$ cat config.mk
export PLATFORM = sky130hd
export DESIGN_NAME = seven_seg_scanner
export DESIGN_NICKNAME = d
export VERILOG_FILES = /design/src/rtl/seven_seg_scanner.sv
export SDC_FILE = /design/constraint.sdc
export NUM_CORES = 1
export LEC_CHECK = 0
export CAP_MARGIN = 20
export CORE_MARGIN = 2
export CORE_UTILIZATION = 25
export CTS_CLUSTER_SIZE = 8
export DETAILED_ROUTE_END_ITERATION = 10
export PLACE_DENSITY_LB_ADDON = 0.05
export SYNTH_ARGS = -nofsm -noshare
export SYNTH_HDL_FRONTEND = slang
export SYNTH_SLANG_ARGS = --single-unit
$ cat constraint.sdc
create_clock -name clk -period 4.6 [get_ports clk]
set_input_delay 0.69 -clock clk [delete_from_list [all_inputs] [get_ports clk]]
set_output_delay 0.69 -clock clk [all_outputs]
set_load 0.02 [all_outputs]
$ cat src/rtl/seven_seg_scanner.sv
// Four-digit common-anode 7-segment scanner with hex decode, leading-zero
// blanking, inter-digit blanking gap and a per-frame input snapshot.
module seven_seg_scanner #(
  parameter int REFRESH_DIV  = 100000,
  parameter int BLANK_CYCLES = 1000
) (
  input  logic       clk,
  input  logic       reset,
  input  logic       enable,
  input  logic [3:0] digit3,
  input  logic [3:0] digit2,
  input  logic [3:0] digit1,
  input  logic [3:0] digit0,
  input  logic [3:0] dp_mask,
  input  logic       lz_blank,
  output logic [3:0] anode,
  output logic [6:0] seg,
  output logic       dp,
  output logic       frame_tick
);

  localparam int MAX_CYC = (REFRESH_DIV > BLANK_CYCLES) ? REFRESH_DIV : BLANK_CYCLES;
  localparam int CW      = (MAX_CYC > 1) ? $clog2(MAX_CYC) : 1;
  localparam logic [CW-1:0] SHOW_LAST  = CW'(REFRESH_DIV - 1);
  localparam logic [CW-1:0] BLANK_LAST = CW'((BLANK_CYCLES > 0) ? BLANK_CYCLES - 1 : 0);
  localparam logic          BLANK_SKIP = (BLANK_CYCLES == 0);

  typedef enum logic {
    ST_BLANK = 1'b0,
    ST_SHOW  = 1'b1
  } state_t;

  state_t        state_reg, state_next;
  logic [1:0]    slot_reg, slot_next;
  logic [CW-1:0] count_reg, count_next;
  logic [3:0]    anode_reg, anode_next;
  logic [6:0]    seg_reg, seg_next;
  logic          dp_reg, dp_next;
  logic          tick_reg, tick_next;

  logic [15:0]   digit_snap_reg;
  logic [3:0]    dp_mask_snap_reg;
  logic          lz_snap_reg;

  function automatic logic [6:0] hex_glyph(input logic [3:0] v);
    logic [6:0] g;
    case (v)
      4'h0: g = 7'h40;
      4'h1: g = 7'h79;
      4'h2: g = 7'h24;
      4'h3: g = 7'h30;
      4'h4: g = 7'h19;
      4'h5: g = 7'h12;
      4'h6: g = 7'h02;
      4'h7: g = 7'h78;
      4'h8: g = 7'h00;
      4'h9: g = 7'h10;
      4'hA: g = 7'h08;
      4'hB: g = 7'h03;
      4'hC: g = 7'h46;
      4'hD: g = 7'h21;
      4'hE: g = 7'h06;
      default: g = 7'h0E;
    endcase
    return g;
  endfunction

  logic        blank_done, show_done, load_snap;
  logic [15:0] digits_live, digits_eff;
  logic [3:0]  dp_eff;
  logic        lz_eff;
  logic [6:0]  glyph [4];

  assign blank_done = BLANK_SKIP || (count_reg == BLANK_LAST);
  assign show_done  = (count_reg == SHOW_LAST);

  // Slot-0 entry uses the live inputs on the same edge they are captured,
  // so the first digit of a frame already reflects the new snapshot.
  assign load_snap = enable &&
                     (((state_reg == ST_BLANK) && blank_done && (slot_reg == 2'd0)) ||
                      (BLANK_SKIP && (state_reg == ST_SHOW) && show_done && (slot_reg == 2'd3)));

  assign digits_live = {digit3, digit2, digit1, digit0};
  assign digits_eff  = load_snap ? digits_live : digit_snap_reg;
  assign dp_eff      = load_snap ? dp_mask : dp_mask_snap_reg;
  assign lz_eff      = load_snap ? lz_blank : lz_snap_reg;

  genvar gi;
  generate
    for (gi = 0; gi < 4; gi++) begin : g_digit
      logic blank_w;
      if (gi == 0) begin : g_lsd
        assign blank_w = 1'b0;
      end else begin : g_upper
        assign blank_w = lz_eff && (digits_eff[15:4*gi] == '0);
      end
      assign glyph[gi] = blank_w ? 7'h7F : hex_glyph(digits_eff[4*gi +: 4]);
    end
  endgenerate

  logic       show_load;
  logic [1:0] show_slot;

  always_comb begin
    state_next = state_reg;
    slot_next  = slot_reg;
    count_next = count_reg + 1'b1;
    anode_next = anode_reg;
    seg_next   = seg_reg;
    dp_next    = dp_reg;
    tick_next  = 1'b0;
    show_load  = 1'b0;
    show_slot  = slot_reg;

    if (!enable) begin
      state_next = ST_BLANK;
      slot_next  = 2'd0;
      count_next = '0;
      anode_next = 4'hF;
      seg_next   = 7'h7F;
      dp_next    = 1'b1;
    end else begin
      case (state_reg)
        ST_BLANK: begin
          if (blank_done) begin
            state_next = ST_SHOW;
            count_next = '0;
            show_load  = 1'b1;
          end
        end
        ST_SHOW: begin
          if (show_done) begin
            count_next = '0;
            slot_next  = slot_reg + 2'd1;
            tick_next  = (slot_reg == 2'd3);
            if (BLANK_SKIP) begin
              show_load = 1'b1;
              show_slot = slot_reg + 2'd1;
            end else begin
              state_next = ST_BLANK;
              anode_next = 4'hF;
              seg_next   = 7'h7F;
              dp_next    = 1'b1;
            end
          end
        end
        default: state_next = ST_BLANK;
      endcase

      if (show_load) begin
        anode_next = ~(4'b0001 << show_slot);
        seg_next   = glyph[show_slot];
        dp_next    = ~dp_eff[show_slot];
      end
    end
  end

  always_ff @(posedge clk or negedge reset) begin
    if (!reset) begin
      state_reg        <= ST_BLANK;
      slot_reg         <= 2'd0;
      count_reg        <= '0;
      anode_reg        <= 4'hF;
      seg_reg          <= 7'h7F;
      dp_reg           <= 1'b1;
      tick_reg         <= 1'b0;
      digit_snap_reg   <= '0;
      dp_mask_snap_reg <= '0;
      lz_snap_reg      <= 1'b0;
    end else begin
      state_reg <= state_next;
      slot_reg  <= slot_next;
      count_reg <= count_next;
      anode_reg <= anode_next;
      seg_reg   <= seg_next;
      dp_reg    <= dp_next;
      tick_reg  <= tick_next;
      if (load_snap) begin
        digit_snap_reg   <= digits_live;
        dp_mask_snap_reg <= dp_mask;
        lz_snap_reg      <= lz_blank;
      end
    end
  end

  assign anode      = anode_reg;
  assign seg        = seg_reg;
  assign dp         = dp_reg;
  assign frame_tick = tick_reg;

endmodule

# Word level (Yosys, flattened, before mapping)
# Memory sizes are Yosys's and may differ from the RTL's.
# Cells that the tools add are included.
word_totals:
  ff_bits: 54
  latchBits: 0
  ramBits: 0
  mem_bits_ro: 448
  inputBits: 24
  output_inout_bits: 13
  word_cells: 81
  mem_count: 4
memory_table:
  columns: ["memory", "words", "word_bits", "read_ports", "rd_clocked_by_memory_dff", "write_ports", "line", "source"]
  rows:
  - ["(name not given)", 16, 7, 1, 0, 0, "47", "case (v)"]
  - ["(name not given)", 16, 7, 1, 0, 0, "47", null]
  - ["(name not given)", 16, 7, 1, 0, 0, "47", null]
  - ["(name not given)", 16, 7, 1, 0, 0, "47", null]
classes:
  addsub: 2
  n_mul: 0
  div: 0
  order_cmp: 2
  eq_ne: 7
  shift: 1
  muxes: 39
  bitwise: 4
  reduce_logical: 12
ops:
  columns: ["cell", "count"]
  rows:
  - ["7-bit 2-to-1 mux", 9]
  - ["17-bit 2-to-1 mux", 3]
  - ["17-bit one-hot mux with 2 select lines", 1]
  - ["4-bit 2-to-1 mux", 5]
  - ["17-bit by 1-bit adder with 17-bit output (second input constant)", 1]
  - ["17-bit by 10-bit == test with 1-bit output (second input constant)", 1]
  - ["17-bit == test (second input constant)", 1]
  - ["16-bit 2-to-1 mux", 1]
  - ["7-bit binary-select mux with 2-bit select", 1]
  - ["1-bit 2-to-1 mux", 14]
  - ["12-bit zero test", 1]
  - ["8-bit zero test", 1]
  - ["1-bit logical AND", 6]
  - ["2-bit 2-to-1 mux", 3]
  - ["3-bit by 1-bit != test with 1-bit output (second input constant)", 2]
  - ["4-bit zero test", 1]
  - ["2-bit by 1-bit != test with 1-bit output (second input constant)", 2]
  - ["4-bit inverter", 1]
  - ["2-bit AND reduction", 2]
  - ["1-bit by 2-bit left shift with 4-bit output (first input constant)", 1]
  - ["3-bit greater-or-equal comparator (second input constant)", 1]
  - ["2-bit by 3-bit < comparator with 1-bit output (second input constant)", 1]
  - ["2-bit inverter with 3-bit output", 1]
  - ["2-bit by 1-bit adder with 2-bit output (second input constant)", 1]
  - ["other kinds (5)", 6]

# Depth between registers and ports, before layout
# Gate-level depths: netlist (run 1).
depth:
  ltp_word: 13
  ltp_mapped: 17
  ltp_nobuf: 15

# Least setup slack after synthesis (run 1)
# Ideal clock, no wire load.
synth_path:
  path_kind: "reg2reg"
  start: "register count_reg[11]"
  end: "register seg_reg[4], in the netlist seg[4]"
  setup_time_ps: 77
  arrival_time_ps: 3978
  required_ps: 4523
  path_slack_ps: 544
  stages_incl_launch_ff: 13
  n_path_buf: 2
  period_less_slack_ps: 4056
  cell_sequence: "dfrtp_1 or4_4 or3_4 or3_1 buf_2 buf_2 mux2i_1 ha_1 nand3_1 nor4b_1 a311oi_1 a311o_1 a31oi_1"
synth_via:
  elab_chain_cells: 13
  word_cells_on_any_way: 31
  cone_classes: "eq/ne: 4; mux: 13; reduce/logical: 10; memory: 4"
synth_lines:
  columns: ["element", "line", "source"]
  rows:
  - ["start: declaration", "35", "logic [CW-1:0] count_reg, count_next;"]
  - ["start signal: assignment", "173", "count_reg <= count_next;"]
  - ["branches (longest 13 deep; another with memory read 16 x 7 bit)", null, null]
  - ["end signal: assignment", "175", "seg_reg <= seg_next;"]
  - ["end: declaration", "37", "logic [6:0] seg_reg, seg_next;"]
# Several ways; the timed one is not identified. The select of a mux whose other input is x is not followed.
# A chain may end at the register's enable or synchronous reset.

# Final worst setup path (run 1)
layout_path:
  start: "register count_reg[11]"
  end: "register seg_reg[3], in the netlist seg[3]"
# Same word-level chain as after synthesis.

==> run_results.csv, run 1 <==
group,metric,value,unit
timing,fin_crit,4.23,ns
clocking,numCtsBuffers,5,
floorplanning,die-area,17400,um^2
yosys,syn-cell-area,4090,um^2
layout,largest_reg_flops,17,
floorplanning,initial_core_util,0.257,
yosys,synth_mux_area_frac,0.0872,
floorplanning,chipWidth,132,um
setup_path,critPathArrivalTime,4.47,ns
yosys,synth_cell_types,59,
floorplanning,design.core.area,15900,um^2
setup_path,critPathLaunchType,"flip-flop",
place,gp_congestion,0.830,
routing,vias,3700,
yosys,ys_warn_count,0,
timing,relSlewSlack,0.341,
timing,fin_skew,0.00676,ns
setup_path,critPathKind,"flip-flop to flip-flop",
layout,num_antenna_cells,0,
setup_path,crit_fanout,7,
clocking,post_cts_resize_count,0,
yosys,synth_fa_ha_area_frac,0.0917,
layout,drive_above_1_share,0.120,
routing,drtIter0Drc,287,
global_route,overflow,0,
layout,multi_input_area,2540,um^2
job,maxCapViolCount,0,
floorplanning,num_rows,46,
floorplanning,ioPinCount,37,
power_and_ir_drop,p_per_area,193,nW/um^2
yosys,synth_top_cell_area_share,0.257,
clocking,clock_latency,0.31,ns
yosys,synthArstFlopShare,1.00,
global_route,grt_pass1_vias,3721,
global_route,grt_pass1_wl,21100,um
global_route,gr-usage-met2,0.237,
place,dpl.hpwl,9660,um
yosys,yosys.area_share.simple,0.242,
yosys,synth_common_cells,"47 x nor2_1, 42 x dfrtp_1, 42 x nand2_1, 30 x ha_1, 26 x inv_1",
place,port_buffers,36,
layout,regArea,1370,um^2
routing,vias_per_cell,5.10,
routing,drtAntennaViolNets,0,
global_route,top_usage_layer,"met2",
clocking,path_clk_slew,0.08,ns
yosys,synth_xor_area_frac,0.0428,
clocking,clock_path_buffers,2,
timing,setup_viol,0,
yosys,ys_ff_latch,54,
power_and_ir_drop,total_power,0.956,mW
clocking,cts_htree_levels,2,
timing,hold_violations,0,
yosys,syn_inst,466,
global_route,use_met3,0.0281,
yosys,synth_area_leaders,"dfrtp_1 26%, ha_1 9.2%, dfstp_2 7.7%",
yosys,synthFlopType,"dfrtp_1",
routing,routedWlPerCell,17.9,um
yosys,avgSynthCellArea,8.78,um^2
timing,max_freq,0.237,GHz
yosys,yosysSeqAreaShare,0.334,
timing,drv_slew,0,
setup_path,cp.required,4.84,ns
timing,finalSetupTns,0,ns
yosys,synth-edff-count,0,
clocking,postCtsHoldBufs,0,
yosys,synth_compound_area_frac,0.156,
global_route,grt.met1_usage,0.213,
timing,post-route-period-util,0.919,
floorplanning,fp.dieH,132,um
global_route,antenna_found_initial,0,
global_route,track_usage,0.153,
yosys,yosysTopAreaCell,"dfrtp_1",
timing,rsz0062_at_grt,"false",
clocking,clock_sinks,54,
routing,post-route-drc-count,0,
timing,tightestPinTransition,0.982,ns
hold_path,worstHoldPathType,"flip-flop to flip-flop",
layout,fill_cells,1721,
routing,totalWireLength,13000,um
layout,finalNetCount,563,
setup_path,critPathCaptureType,"flip-flop",
clocking,root_buffer,"clkbuf_16",
layout,syn_to_final_growth,21.0,%
outcome,outcome,"completed",
clocking,post_cts_buffers,0,
clocking,cts_tree,"yes",
routing,dr.pass1.iters,4,
power_and_ir_drop,peakVddDrop,119,uV
yosys,synth.net_count,520,
setup_path,r2r_setup_slack,0.37,ns
power_and_ir_drop,p_leak,2.16,nW
global_route,grt_max_degree,39,
yosys,synth_most_common_cell,"nor2_1",
yosys,synth_top_family_by_area,"simple AND/OR/NAND/NOR gates",
-- final cells by class --
class | count | area share
tap | 216 | 0.0546
multi-input combinational | 366 | 0.514
clock inverter | 3 | 0.00581
timing repair buffer | 56 | 0.105
sequential | 54 | 0.276
inverter | 26 | 0.0197
clock buffer | 5 | 0.0253
-- power breakdown --
group          leakage (nW)  total [mW]  internal, mW  switching (mW)
sequential            0.711       0.479         0.477         0.00230
clock                0.0759       0.414         0.209           0.206
combinational          1.38      0.0619        0.0254          0.0365
-- stage by stage --
step	instances	hold WS [ns]	cell area, um^2	worst slack (ns)	utilization
after CTS	725	0.469	4940	0.353	0.310
after global placement	717	0.448	4790	0.297	0.300
after detailed placement	717	0.452	4790	0.234	0.300
after floorplan	466	0.394	4090	0.544	-
final	726	0.462	4950	0.374	0.311
after global routing	726	0.504	4950	0.142	0.311
-- layer usage --
layer | share of wire | wire (um)
met1 | 0.49 | 6320
met2 | 0.45 | 5840
met3 | 0.044 | 573
met4 | 0.020 | 261
met5 | 0 | 0
-- placed cells by master (no fill, tap or decap), types with 4 or more instances in the layout --
master	n
buf_4	19
a21oi_1	14
mux2i_1	23
nand2b_1	7
o221ai_1	7
dfrtp_1	42
nor3_1	19
ha_1	30
mux2_2	6
o211ai_1	12
nand3_1	20
nor2_1	47
a211o_1	4
xnor2_1	8
a31oi_1	15
clkbuf_16	5
nand3b_1	6
nand2_1	42
nor4_1	5
dfstp_2	12
or3_1	7
clkdlybuf4s50_1	35
nor3b_1	8
and3_1	8
inv_1	26
xor2_1	12
nor2b_1	5
o21ai_0	15
-- kinds of logic (layout without fill, tap and decap cells) --
group,Yosys count,after routing
buffers and inverters,46,90
xor gates and xnor gates,20,20
muxes,32,32
DFF,54,54
AOI/OAI and AO/OA,91,91
adders and majority gates,30,30
and+or+nand+nor,193,193
-- critical path: stages (launching register included) --
cell and delay [ns]:
dfrtp_1 0.42, or4_4 0.58, or3_4 0.41, or3_1 0.52, mux2i_1 0.20, ha_1 0.27
nand3_1 0.18, nor4b_1 0.07, buf_4 0.16, a311oi_1 0.84, a211oi_1 0.18, a211o_1 0.32
-- path summary, 6_finish.rpt --
kind | startpoint | to | depth (start not counted)
min in group asynchronous | reset | digit_snap_reg[2] | 1
min | dp_mask_snap_reg[3] | dp_mask_snap_reg[3] | 2
min reg2reg | dp_mask_snap_reg[3] | dp_mask_snap_reg[3] | 2
max | count_reg[11] | seg[3] | 11
max reg2reg | count_reg[11] | seg[3] | 11
max in group asynchronous | reset | anode[1] | 2
Note: power is estimated with default switching activity, not from simulation.
==> run 2, diff against run 1 <==
ABC_AREA = 1   (was default)
==> run_results.csv, run 2 <==
group,metric,value,unit
setup_path,crit_family,"simple AND/OR/NAND/NOR gates",
floorplanning,fp.dieH,134,um
floorplanning,ioPinCount,37,
routing,dr.pass1.iters,7,
timing,max_freq,0.280,GHz
routing,post-route-drc-count,0,
routing,drtAntennaViolNets,0,
routing,drtIter0Drc,234,
hold_path,worstHoldPathType,"flip-flop to flip-flop",
power_and_ir_drop,p_switching,0.282,mW
power_and_ir_drop,total_power,1.01,mW
timing,relSlewSlack,0.484,
floorplanning,chipWidth,134,um
place,dpl.hpwl,9170,um
global_route,grt_pass1_vias,3929,
yosys,synth_top_cell_area_share,0.248,
hold_path,hold_start,"count_reg[0]",
power_and_ir_drop,p_int,0.724,mW
setup_path,cp.required,4.85,ns
power_and_ir_drop,seqPwrFrac,0.489,
clocking,clock_sinks,54,
layout,mostFrequentLayoutCell,"nand2_1",
timing,fin_crit,3.57,ns
yosys,synth_most_common_cell,"nand2_1",
routing,vias_per_cell,4.49,
yosys,yosysSeqAreaShare,0.322,
setup_path,r2r_cells,16,
layout,multi_input_area,2430,um^2
place,gp_congestion,0.814,
timing,tightestPinTransition,0.767,ns
routing,vias,3893,
setup_path,critPathLaunchType,"flip-flop",
clocking,clock_path_buffers,2,
clocking,numCtsBuffers,5,
yosys,syn_inst,610,
layout,regArea,1370,um^2
routing,routedWlPerCell,14.3,um
clocking,clock_latency,0.31,ns
layout,layout_common_cells,"148 x nand2_1, 91 x inv_1, 74 x nand3_1, 72 x nor2_1, 42 x dfrtp_1",
setup_path,critPathCaptureType,"flip-flop",
floorplanning,initial_core_util,0.256,
timing,rsz0062_at_grt,"false",
timing,drv_slew,0,
yosys,synth_cell_types,35,
timing,finalSetupTns,0,ns
yosys,yosysTopAreaCell,"dfrtp_1",
power_and_ir_drop,p_leak,2.32,nW
yosys,ys_warn_count,0,
yosys,synth-edff-count,0,
yosys,avgSynthCellArea,6.95,um^2
layout,finalNetCount,701,
job,maxCapViolCount,0,
global_route,antenna_found_initial,0,
global_route,overflow,0,
clocking,cts_htree_levels,2,
clocking,root_buffer,"clkbuf_16",
setup_path,critPathMostFrequentCell,"nand2_1",
routing,totalWireLength,12400,um
yosys,synth_area_leaders,"dfrtp_1 25%, nand2_1 13%, ha_1 8.9%",
setup_path,crit_slowest_cell,"dfrtp_1",
global_route,grt_max_degree,55,
clocking,post_cts_resize_count,0,
setup_path,crit_fanout,23,
global_route,gr-usage-met2,0.226,
layout,syn_to_final_growth,17.7,%
power_and_ir_drop,clkPwrFrac,0.403,
setup_path,worstReg2RegStart,"show_slot[1]",
layout,drive_above_1_share,0.113,
global_route,grt.met1_usage,0.206,
power_and_ir_drop,p_per_area,202,nW/um^2
hold_path,whs_endpoint,"count_reg[0]",
yosys,synthFlopType,"dfrtp_1",
clocking,post_cts_buffers,0,
layout,num_antenna_cells,0,
yosys,syn-cell-area,4240,um^2
floorplanning,num_rows,47,
setup_path,cp_cell_sequence,"inv_1 -> ha_1 -> nand2_1 -> inv_2 -> buf_4 -> nand4_4 -> o21ai_1 -> ha_1 -> nand3_4 -> nor2_8 -> nand3_4 -> nand3_1 -> nand2_1 -> nand3_1 -> nand2_1 -> inv_1",
setup_path,cp.buffers_inverters,4,
timing,post-route-period-util,0.777,
timing,setup_viol,0,
global_route,use_met3,0.0287,
timing,fin_skew,0.00959,ns
floorplanning,design.core.area,16600,um^2
floorplanning,die-area,18000,um^2
clocking,path_clk_slew,0.08,ns
yosys,ys_ff_latch,54,
global_route,top_usage_layer,"met2",
setup_path,critPathArrivalTime,3.82,ns
global_route,track_usage,0.145,
setup_path,worstReg2RegEnd,"seg[3]",
layout,fill_cells,1839,
setup_path,r2r_setup_slack,1.03,ns
timing,hold_violations,0,
layout,largest_reg_flops,17,
outcome,outcome,"completed",
global_route,grt_pass1_wl,20600,um
yosys,synth_common_cells,"148 x nand2_1, 91 x inv_1, 74 x nand3_1, 72 x nor2_1, 42 x dfrtp_1",
place,port_buffers,36,
hold_path,holdPathStages,1,
clocking,postCtsHoldBufs,0,
power_and_ir_drop,sw_frac_of_total,0.280,
power_and_ir_drop,comb_power_share,0.108,
setup_path,critPathKind,"flip-flop to flip-flop",
clocking,cts_tree,"yes",
power_and_ir_drop,peakVddDrop,143,uV
yosys,synthArstFlopShare,1.00,
yosys,synth.net_count,664,
setup_path,max_stage_delay,0.55,ns
run 2: cell types whose count changed in the layout (fill, tap and decap cells not counted), sizes merged, moves of 15 or more:
| cell | change |
|---|---|
| a31oi | -15 |
| inv | +71 |
| nor2 | +32 |
| nand3 | +56 |
| mux2i | -25 |
| nand2 | +120 |
| nand4 | +28 |
run 2: power groups by stage:
stage | registers (mW) | logic (mW) | clock network [mW]
2_1_floorplan | 0.492 | 0.0638 | 0
3_3_place_gp | 0.501 | 0.112 | 0
3_5_place_dp | 0.501 | 0.111 | 0
4_1_cts | 0.492 | 0.111 | 0.429
5_1_grt | 0.494 | 0.124 | 0.446
6_report | 0.492 | 0.109 | 0.405
run 2: final cells by class:
type,count,area share
Clock buffer,5,0.0251
Clock inverter,3,0.00401
Inverter,97,0.0730
Multi-Input combinational cell,446,0.487
Sequential cell,54,0.274
Tap cell,220,0.0552
Timing Repair Buffer,43,0.0817
run 2: routing by layer:
layer,vias to the layer above,wire (um)
met1,1796,6410
met3,7,409
met2,63,5440
met4,0,161
li1,2027,-
met5,-,0
run 2: kinds of logic after synthesis:
logic type | share of synthesized area
AO/OA/AOI/OAI | 0.0585
XOR/XNOR | 0.00413
adder cells (fa/ha/maj) | 0.0886
buffers and inverters | 0.104
flip-flops | 0.322
AND/OR/NAND/NOR | 0.422
run 2: worst max path at each step:
stage | depth (start not counted) | startpoint | slack (ns) | to
after CTS | 16 | show_slot[1] | 0.97 | seg[3]
after global placement | 15 | enable | 0.88 | seg[3]
after global routing | 16 | show_slot[1] | 0.64 | seg[3]
after detailed placement | 15 | enable | 0.82 | seg[3]
final | 16 | show_slot[1] | 1.03 | seg[3]
after floorplan | 18 | show_slot[0] | 1.73 | seg[5]
run 2: through the flow:
stage	setup WS (ns)	std cells	util	cell area (um^2)	hold slack, ns
after floorplan	1.73	610	-	4240	0.394
after global placement	0.883	860	0.292	4840	0.461
after detailed placement	0.819	860	0.292	4840	0.463
after CTS	0.974	868	0.301	4990	0.480
after global routing	0.639	868	0.301	4990	0.513
final	1.03	868	0.301	4990	0.469
